### config.mk
export PLATFORM = sky130hd
export DESIGN_NAME = puf_stream_reader_flat
export DESIGN_NICKNAME = d
export VERILOG_FILES = /design/src/rtl/puf_stream_reader_if.sv /design/src/rtl/puf_stream_reader.sv /design/src/flat_wrapper.sv
export SDC_FILE = /design/constraint.sdc
export NUM_CORES = 1
export LEC_CHECK = 0
export CORE_ASPECT_RATIO = 1.25
export CORE_MARGIN = 1
export CORE_UTILIZATION = 55
export DETAILED_ROUTE_END_ITERATION = 16
export PLACE_DENSITY = 0.77
export SYNTH_ARGS = -nofsm -noshare
export SYNTH_HDL_FRONTEND = slang
export SYNTH_SLANG_ARGS = --single-unit
### constraint.sdc
create_clock -name clk -period 4.4 [get_ports clk]
set_input_delay 0.66 -clock clk [delete_from_list [all_inputs] [get_ports clk]]
set_output_delay 0.66 -clock clk [all_outputs]
set_load 0.05 [all_outputs]
### src/rtl/puf_stream_reader_if.sv
// UART byte-stream and RAM read-port bundle for the SRAM-PUF readout engine.
// master = readout engine side, slave = UART core / RAM macro side.
interface puf_stream_reader_if #(
  parameter int unsigned RAM_DATA_W = 16,
  parameter int unsigned RAM_ADDR_W = 13
);
  logic                  uart_rx_ready;
  logic [7:0]            uart_data_from_rx;
  logic                  uart_tx_ready;
  logic [7:0]            uart_data_to_tx;
  logic                  uart_tx_enable;
  logic [RAM_ADDR_W-1:0] ram_raddr;
  logic [RAM_DATA_W-1:0] ram_rdata;
  logic                  busy;
  logic                  done;

  modport master (
    input  uart_rx_ready, uart_data_from_rx, uart_tx_ready, ram_rdata,
    output uart_data_to_tx, uart_tx_enable, ram_raddr, busy, done
  );

  modport slave (
    output uart_rx_ready, uart_data_from_rx, uart_tx_ready, ram_rdata,
    input  uart_data_to_tx, uart_tx_enable, ram_raddr, busy, done
  );
endinterface

### src/rtl/puf_stream_reader.sv
// SRAM-PUF readout engine: on a start command, streams DUMP_BYTES bytes of RAM content
// (little-endian lanes) over UART TX, with mid-dump abort and optional XOR trailer byte.
module puf_stream_reader #(
  parameter int unsigned RAM_DATA_W    = 16,
  parameter int unsigned RAM_ADDR_W    = 13,
  parameter int unsigned RAM_RD_LAT    = 1,
  parameter int unsigned DUMP_BYTES    = 16384,
  parameter logic [7:0]  CMD_START     = 8'h53,
  parameter logic [7:0]  CMD_ABORT     = 8'h78,
  parameter bit          SEND_CHECKSUM = 1'b1
) (
  input logic                 clk,
  input logic                 rst,
  puf_stream_reader_if.master bus
);

  localparam int unsigned BPW    = RAM_DATA_W / 8;
  localparam int unsigned LANE_W = (BPW > 1) ? $clog2(BPW) : 1;
  localparam int unsigned IDX_W  = $clog2(DUMP_BYTES) + 1;

  typedef enum logic [3:0] {
    StInit, StInitWait, StIdle, StAddr, StMemWait, StLatch,
    StSend, StTxWait, StNext, StCkSend, StCkWait
  } state_e;

  state_e                state_q;
  logic [IDX_W-1:0]      idx_q;
  logic [LANE_W-1:0]     lane_q;
  logic [RAM_ADDR_W-1:0] word_q;
  logic [RAM_ADDR_W-1:0] raddr_q;
  logic [1:0]            lat_q;
  logic [7:0]            checksum_q;
  logic [7:0]            data_q;
  logic                  tx_en_q;
  logic                  busy_q;
  logic                  done_q;
  logic                  abort_q;
  logic                  seen_low_q;

  logic [7:0] lane_byte;
  logic       abort_cmd;
  logic       abort_now;
  logic       tx_done;

  always_comb begin
    lane_byte = 8'h00;
    for (int k = 0; k < BPW; k++) begin
      if (lane_q == LANE_W'(k)) lane_byte = bus.ram_rdata[k*8 +: 8];
    end
  end

  // busy_q is high exactly in the dump states, so it also gates abort detection.
  assign abort_cmd = busy_q && bus.uart_rx_ready && (bus.uart_data_from_rx == CMD_ABORT);
  assign abort_now = abort_q || abort_cmd;
  // A byte is finished once the transmitter has gone busy and then idle again.
  assign tx_done   = seen_low_q && bus.uart_tx_ready;

  always_ff @(posedge clk) begin
    if (rst) begin
      state_q    <= StInit;
      idx_q      <= '0;
      lane_q     <= '0;
      word_q     <= '0;
      raddr_q    <= '0;
      lat_q      <= '0;
      checksum_q <= 8'h00;
      data_q     <= 8'h00;
      tx_en_q    <= 1'b0;
      busy_q     <= 1'b0;
      done_q     <= 1'b0;
      abort_q    <= 1'b0;
      seen_low_q <= 1'b0;
    end else begin
      tx_en_q <= 1'b0;
      done_q  <= 1'b0;
      if (abort_cmd) abort_q <= 1'b1;
      if (!bus.uart_tx_ready) seen_low_q <= 1'b1;

      unique case (state_q)
        StInit: begin
          data_q <= 8'h00;
          if (bus.uart_tx_ready) begin
            tx_en_q    <= 1'b1;
            seen_low_q <= 1'b0;
            state_q    <= StInitWait;
          end
        end
        StInitWait: begin
          if (tx_done) state_q <= StIdle;
        end
        StIdle: begin
          if (bus.uart_rx_ready && (bus.uart_data_from_rx == CMD_START)) begin
            idx_q      <= '0;
            lane_q     <= '0;
            word_q     <= '0;
            checksum_q <= 8'h00;
            abort_q    <= 1'b0;
            busy_q     <= 1'b1;
            state_q    <= StAddr;
          end
        end
        StAddr: begin
          raddr_q <= word_q;
          lat_q   <= '0;
          state_q <= StMemWait;
        end
        StMemWait: begin
          if (lat_q == 2'(RAM_RD_LAT - 1)) state_q <= StLatch;
          else lat_q <= lat_q + 2'd1;
        end
        StLatch: begin
          data_q     <= lane_byte;
          checksum_q <= checksum_q ^ lane_byte;
          state_q    <= StSend;
        end
        StSend: begin
          if (bus.uart_tx_ready) begin
            tx_en_q    <= 1'b1;
            seen_low_q <= 1'b0;
            state_q    <= StTxWait;
          end
        end
        StTxWait: begin
          if (tx_done) state_q <= StNext;
        end
        StNext: begin
          if (abort_now) begin
            abort_q <= 1'b0;
            busy_q  <= 1'b0;
            state_q <= StIdle;
          end else if (idx_q == IDX_W'(DUMP_BYTES - 1)) begin
            if (SEND_CHECKSUM) begin
              state_q <= StCkSend;
            end else begin
              busy_q  <= 1'b0;
              done_q  <= 1'b1;
              state_q <= StIdle;
            end
          end else begin
            idx_q <= idx_q + IDX_W'(1);
            if (lane_q == LANE_W'(BPW - 1)) begin
              lane_q  <= '0;
              word_q  <= word_q + RAM_ADDR_W'(1);
              state_q <= StAddr;
            end else begin
              lane_q  <= lane_q + LANE_W'(1);
              state_q <= StLatch;
            end
          end
        end
        StCkSend: begin
          data_q <= checksum_q;
          if (bus.uart_tx_ready) begin
            tx_en_q    <= 1'b1;
            seen_low_q <= 1'b0;
            state_q    <= StCkWait;
          end
        end
        StCkWait: begin
          if (tx_done) begin
            busy_q  <= 1'b0;
            done_q  <= !abort_now;
            abort_q <= 1'b0;
            state_q <= StIdle;
          end
        end
        default: state_q <= StInit;
      endcase
    end
  end

  assign bus.uart_data_to_tx = data_q;
  assign bus.uart_tx_enable  = tx_en_q;
  assign bus.ram_raddr       = raddr_q;
  assign bus.busy            = busy_q;
  assign bus.done            = done_q;

endmodule

### src/flat_wrapper.sv
// flat-port wrapper written by rule: the top's interface ports become plain ports
module puf_stream_reader_flat 
#(
  parameter int unsigned RAM_DATA_W    = 16,
  parameter int unsigned RAM_ADDR_W    = 13,
  parameter int unsigned RAM_RD_LAT    = 1,
  parameter int unsigned DUMP_BYTES    = 16384,
  parameter logic [7:0]  CMD_START     = 8'h53,
  parameter logic [7:0]  CMD_ABORT     = 8'h78,
  parameter bit          SEND_CHECKSUM = 1'b1
)
  (clk, rst, bus_uart_rx_ready, bus_uart_data_from_rx, bus_uart_tx_ready, bus_ram_rdata, bus_uart_data_to_tx, bus_uart_tx_enable, bus_ram_raddr, bus_busy, bus_done);
  puf_stream_reader_if #(.RAM_DATA_W(RAM_DATA_W), .RAM_ADDR_W(RAM_ADDR_W)) bus_i ();
  input logic clk;
  input logic rst;
  input wire logic [$bits(bus_i.uart_rx_ready)-1:0] bus_uart_rx_ready;
  input wire logic [$bits(bus_i.uart_data_from_rx)-1:0] bus_uart_data_from_rx;
  input wire logic [$bits(bus_i.uart_tx_ready)-1:0] bus_uart_tx_ready;
  input wire logic [$bits(bus_i.ram_rdata)-1:0] bus_ram_rdata;
  output wire logic [$bits(bus_i.uart_data_to_tx)-1:0] bus_uart_data_to_tx;
  output wire logic [$bits(bus_i.uart_tx_enable)-1:0] bus_uart_tx_enable;
  output wire logic [$bits(bus_i.ram_raddr)-1:0] bus_ram_raddr;
  output wire logic [$bits(bus_i.busy)-1:0] bus_busy;
  output wire logic [$bits(bus_i.done)-1:0] bus_done;
  assign bus_i.uart_rx_ready = bus_uart_rx_ready;
  assign bus_i.uart_data_from_rx = bus_uart_data_from_rx;
  assign bus_i.uart_tx_ready = bus_uart_tx_ready;
  assign bus_i.ram_rdata = bus_ram_rdata;
  assign bus_uart_data_to_tx = bus_i.uart_data_to_tx;
  assign bus_uart_tx_enable = bus_i.uart_tx_enable;
  assign bus_ram_raddr = bus_i.ram_raddr;
  assign bus_busy = bus_i.busy;
  assign bus_done = bus_i.done;
  puf_stream_reader #(.RAM_DATA_W(RAM_DATA_W), .RAM_ADDR_W(RAM_ADDR_W), .RAM_RD_LAT(RAM_RD_LAT), .DUMP_BYTES(DUMP_BYTES), .CMD_START(CMD_START), .CMD_ABORT(CMD_ABORT), .SEND_CHECKSUM(SEND_CHECKSUM)) u_core (.clk(clk), .rst(rst), .bus(bus_i));
endmodule
---- After elaboration in Yosys (flattened, before gate mapping) ----
Index checks and enable logic that the tools add are counted.
cells by class
  bitwise logic cells ..................... 4
  equality and inequality tests ........... 26
  reductions and logical operators ........ 23
  mux-type cells .......................... 44
  $add $sub $neg .......................... 4
operators by type and width
  cell                                                   number
  two-way mux 13 bit                                     4
  two-way mux 15 bit                                     3
  case mux 4 bit (10 select lines)                       1
  two-way mux 4 bit                                      9
  case mux 15 bit (2 select lines)                       1
  case mux 13 bit (2 select lines)                       1
  case mux 8 bit (3 select lines)                        1
  equality test 4 x 3 -> 1 bit, second input constant    4
  equality test 8 x 7 -> 1 bit, second input constant    2
  two-way mux 8 bit                                      2
  case mux 8 bit (2 select lines)                        1
  adder 15 x 1 -> 15 bit, second input constant          1
  equality test 15 x 14 -> 1 bit, second input constant  1
  two-way mux 1 bit                                      15
  inequality test 2 x 1 -> 1 bit, second input constant  7
  adder 13 x 1 -> 13 bit, second input constant          1
  equality test 4 bit, second input constant             3
  inequality test 2 bit, second input constant           6
  equality test 4 x 2 -> 1 bit, second input constant    2
  AND reduction 4 bit                                    2
  bitwise XOR 8 bit                                      1
  AND reduction 7 bit                                    1
  case mux 1 bit (3 select lines)                        2
  nonzero test 2 bit                                     3
  18 further kinds                                       27
storage, ports and cells
  output and inout port bits .............. 24
  register bits after elaboration ......... 69
  input bits .............................. 28
  logic and storage cells ................. 114

---- Depth between registers and ports, before layout ----
  word-level depth ........................ 5
  mapped depth ............................ 8
  gate-level depth less buffers ........... 7

---- Least setup slack after synthesis ----
No wires, ideal clock.
  kind .................................... input -> register
  from .................................... input port bus_uart_data_from_rx[1]
  to ...................................... register u_core.idx_q[1]
  required time ........................... 4,272 ps
  buffers on the path ..................... 2
  stages .................................. 7
  slack ................................... 2,198 ps
  data arrival time ....................... 2,074 ps
  cell sequence ........................... nor4bb_1 -> a41oi_2 -> a21oi_4 -> buf_6 -> buf_8 -> mux2i_1 -> nor2_1
between the ends
  cells in the longest elaborated chain, start to end .. 5
  elaborated cells on any way between the ends .. 8
RTL lines
  what                                    line                      RTL
  start, declared                         flat_wrapper.sv:17        input wire logic [$bits(bus_i.uart_data_from_rx)-1:0] bus_uart_data_from_rx;
  equality test 8 x 7 -> 1 bit            puf_stream_reader.sv:53   assign abort_cmd = busy_q && bus.uart_rx_ready && (bus.uart_data_from_rx == CMD_ABORT);
  logical AND 1 bit                       puf_stream_reader.sv:53
  logical OR 1 bit                        puf_stream_reader.sv:54   assign abort_now = abort_q || abort_cmd;
  inequality test 2 bit (no source line)  n/a
  AND reduction 4 bit (no source line) *  n/a
  end signal, assigned                    puf_stream_reader.sv:140  idx_q <= idx_q + IDX_W'(1);
  end, declared                           puf_stream_reader.sv:27   logic [IDX_W-1:0] idx_q;
Mark *: on every way between the ends. The rest lies on a longest branch, timed or not.
A chain may end at the register's enable or synchronous reset.

---- Worst setup path in the final report ----
  from .................................... input port bus_uart_data_from_rx[5]
  to ...................................... register u_core.idx_q[6]
Same word-level chain as after synthesis.

==> results by group <==
Outcome
  – Status: completed

Synth
  – Asr flop ratio synth: 0
  – Post-synth EDFFs: 0
  – Mux share of post-synthesis cell area: 0.0325
  – Compound-Gate Fraction of Synth Area: 0.214
  – Post-Synth Simple-Gate Area: 0.284
  – Synth Area in Adders: 0.0111
  – Synth Warn #: 0
  – Post-Syn Instances: 404
  – Syn Nets: 435
  – XOR/XNOR Fraction of Synth Area: 0.0103
  – Sequential share of the synthesized area: 0.408
  – Commonest register cell after synthesis: dfxtp_1
  – Largest family of logic cells by synthesized area: simple AND/OR/NAND/NOR gates
  – Mapped Area: 0.00339 sq mm
  – Synth Register Bits: 69
  – Avg Inst Size Synth: 8.38 sq um
  – Library cells used by synthesis: 57

Setup path
  – CP startpoint kind: input port
  – Crit path launch: bus_uart_data_from_rx[5]
  – CP max stage cell: or4_1
  – Worst flop-to-flop path endpoint: u_core.idx_q[6]
  – Crit-path cells: clkdlybuf4s50_1 > and4bb_2 > nand4_1 > nand2b_1 > or4_1 > o21ai_1
  – Crit-path max cell delay: 0.67 ns
  – FF-to-FF Start: u_core.state_q[1]
  – Setup slack, reg-to-reg: 1.56 ns
  – CP endpoint kind: flip-flop
  – Crit path max-delay family: simple AND/OR/NAND/NOR gates
  – Worst path bufs/invs: 1
  – Worst setup path end: u_core.idx_q[6]
  – Crit. path cell count: 6
  – Setup CP Type: input port to flip-flop
  – Reg2Reg Depth: 5
  – Data required, critical path: 4.68 ns
  – Worst Path Arrival: 3.18 ns
  – Worst-path fanout max: 24

Finish
  – Finished layout cell area: 0.00410 sq mm
  – Multi-input gate area: 0.00187 sq mm
  – Inserted Diodes: 0
  – Register area: 0.00138 sq mm
  – Final net count: 474
  – Post-Layout Cell Count: 529
  – Fill cells: 501
  – Area Growth Syn to Fin: 21.2%
  – Proportion of layout cells with a drive suffix above 1: 0.0694

Global route
  – GRT overflow: 0
  – Number of global-route vias before repair: 2986
  – M2 GR Usage: 0.435
  – Total Routing Usage GR: 0.253
  – Busiest grt layer: met2
  – M3 GR Usage: 0.0314
  – Pin count of the biggest net entering global routing: 47
  – GR Layer Usage met1: 0.314
  – First-pass GRT wire length: 13300 microns
  – Initial antenna violation count: 0

Placed design
  – Worst slack, placed: 1.14 ns
  – Dpl cell area: 0.00389 sq mm
  – DPL Wire Length: 5210 microns
  – Inst Count DP: 514
  – Port bufs: 51
  – Final Wtd Congestion: 0.850

Run
  – MaxCap Viol Count: 0

Drt
  – Drt first pass iters: 4
  – Initial DRC count: 234
  – Vias/cell: 5.96
  – Routed WL: 7680 microns
  – Residual DRC: 0
  – DR WL/cell: 14.5 microns
  – Antenna Violating Nets Remaining: 0
  – Total number of vias: 3153

Clock network
  – CTS H-tree lvls: 3
  – # Post-CTS Setup Buffers: 0
  – Clk root buf: clkbuf_8
  – Clock latency on the worst-skew pair: 0.35 ns
  – Max clock buf depth: 2
  – Num CTS Buffers: 9
  – Clk pin slew, worst setup/hold paths: 0.07 ns
  – CTS tree: built
  – Cts repair resizes: 0
  – CTS Sinks: 69
  – Hold Buf Count CTS: 0

STA
  – Setup WS post-layout: 1.50 ns
  – Max Fclk: 345 MHz
  – Fin. max-slew vios: 0
  – RSZ-0062 raised after global routing: false
  – Setup_tns: 0 ns
  – Finish-stage setup viols: 0
  – Worst Clk Skew: 0.00774 ns
  – Min Tclk post-route: 2.90 ns
  – Slew @ Worst Pin: 1.09 ns
  – Relative slew slack: 0.271
  – Final Hold Fails: 0
  – Period utilization: 0.658

Floorplanning
  – Die height: 89.7 microns
  – I/O pin total: 52
  – Core ar.: 0.00586 sq mm
  – Core Rows: 31
  – DIE AREA: 0.00648 sq mm
  – Initial Util: 0.578
  – Die span in x: 72.2 microns

Power and ir drop
  – Power Total: 1.29 mW
  – Leakage Power: 1.26 nW
  – Power density over cell area: 315 mW/mm^2
  – Peak supply drop: 243 uV

Worst hold path
  – Class of the worst hold path: flip-flop to flip-flop
-- area by class of cell --
class	count	share of cell area
Inverter	4	0.00366
Timing Repair Buffer	53	0.128
Sequential cell	69	0.337
Clock buffer	9	0.0302
Multi-Input combinational cell	306	0.455
Clock inverter	6	0.0216
Tap cell	82	0.0250
-- power by group --
group	internal (mW)	total, mW	switching [mW]	leakage [nW]
sequential	0.628	0.642	0.0132	0.556
combinational	0.0431	0.0924	0.0493	0.602
clock	0.316	0.559	0.243	0.101
total	0.987	1.29	0.305	1.26
-- worst register-to-register path, delay by kind of cell, from the launching register on --
family | cells | cell delay, ns
simple gates | 4 | 1.96
flops | 1 | 0.72
compound gates | 1 | 0.05
-- Yosys cell counts, types with 2 or more instances --
master / n / area share
a21oi_1: 53 / 0.078
a221oi_1: 8 / 0.021
a22oi_1: 2 / 0.0044
and3_1: 4 / 0.0074
and4_1: 3 / 0.0078
and4bb_2: 2 / 0.0074
buf_1: 3 / 0.0033
buf_2: 5 / 0.0074
clkbuf_1: 14 / 0.016
dfxtp_1: 69 / 0.41
ha_1: 3 / 0.011
inv_1: 4 / 0.0044
mux2i_1: 11 / 0.033
nand2_1: 49 / 0.054
nand2b_1: 6 / 0.011
nand3_1: 14 / 0.021
nand3b_1: 3 / 0.0067
nand4_1: 10 / 0.018
nor2_1: 36 / 0.040
nor2b_1: 2 / 0.0037
nor3_1: 4 / 0.0059
nor3b_1: 3 / 0.0067
nor4_1: 2 / 0.0037
o211ai_1: 8 / 0.018
o21ai_0: 14 / 0.021
o21ai_1: 7 / 0.010
o31ai_1: 3 / 0.0067
or3_1: 27 / 0.050
or4_1: 5 / 0.011
xor2_1: 3 / 0.0078
-- stage by stage --
| stage | util | hold slack [ns] |
|---|---|---|
| global route | 0.701 | 0.450 |
| floorplan | - | 0.423 |
| finish | 0.701 | 0.441 |
| detailed placement | 0.664 | 0.434 |
| CTS | 0.701 | 0.444 |
| global placement | 0.664 | 0.433 |
-- cells in the final DEF, fill, tap and decap left out, drive strengths merged, types with 3 or more instances in the layout --
cell type / count
dfxtp: 69
a21oi: 54
clkdlybuf4s50: 51
nand2: 49
nor2: 36
or3: 27
o21ai: 21
nand3: 14
mux2i: 11
nand4: 11
clkbuf: 9
a221oi: 8
o211ai: 8
nand2b: 6
or4: 5
inv: 4
and3: 4
nor3: 4
and4: 4
xor2: 3
nand3b: 3
o31ai: 3
nor3b: 3
ha: 3
nor4: 3
-- routing by layer --
layer  up-vias  routed length [microns]
met5         -                        0
met4         0                      102
met3        11                      296
met2        64                     3950
met1      1512                     3330
li1       1566                        -
-- registers in the layout, summed over array words and instances, names as in the netlist, 2 cells and up --
signal / flops
u_core.bus.ram_raddr: 13
u_core.bus.uart_data_to_tx: 8
u_core.checksum_q: 8
u_core.idx_q: 15
u_core.lat_q: 2
u_core.state_q: 4
u_core.word_q: 13
-- logic make-up after synthesis --
family / after synthesis
compound gates: 110
mux: 11
flops: 69
simple gates: 178
buf+inv: 29
fa+ha+maj: 3
xor+xnor: 4
-- worst min path at each step --
stage,start,end,slack [ns],cells after the start
2_1_floorplan,u_core.idx_q[14],u_core.idx_q[14],0.42,1
3_3_place_gp,u_core.idx_q[14],u_core.idx_q[14],0.43,1
3_5_place_dp,u_core.idx_q[14],u_core.idx_q[14],0.43,1
4_1_cts,u_core.idx_q[14],u_core.idx_q[14],0.44,1
5_1_grt,u_core.idx_q[14],u_core.idx_q[14],0.45,1
6_report,u_core.idx_q[14],u_core.idx_q[14],0.44,1
Power figures use the tool's default switching activity.
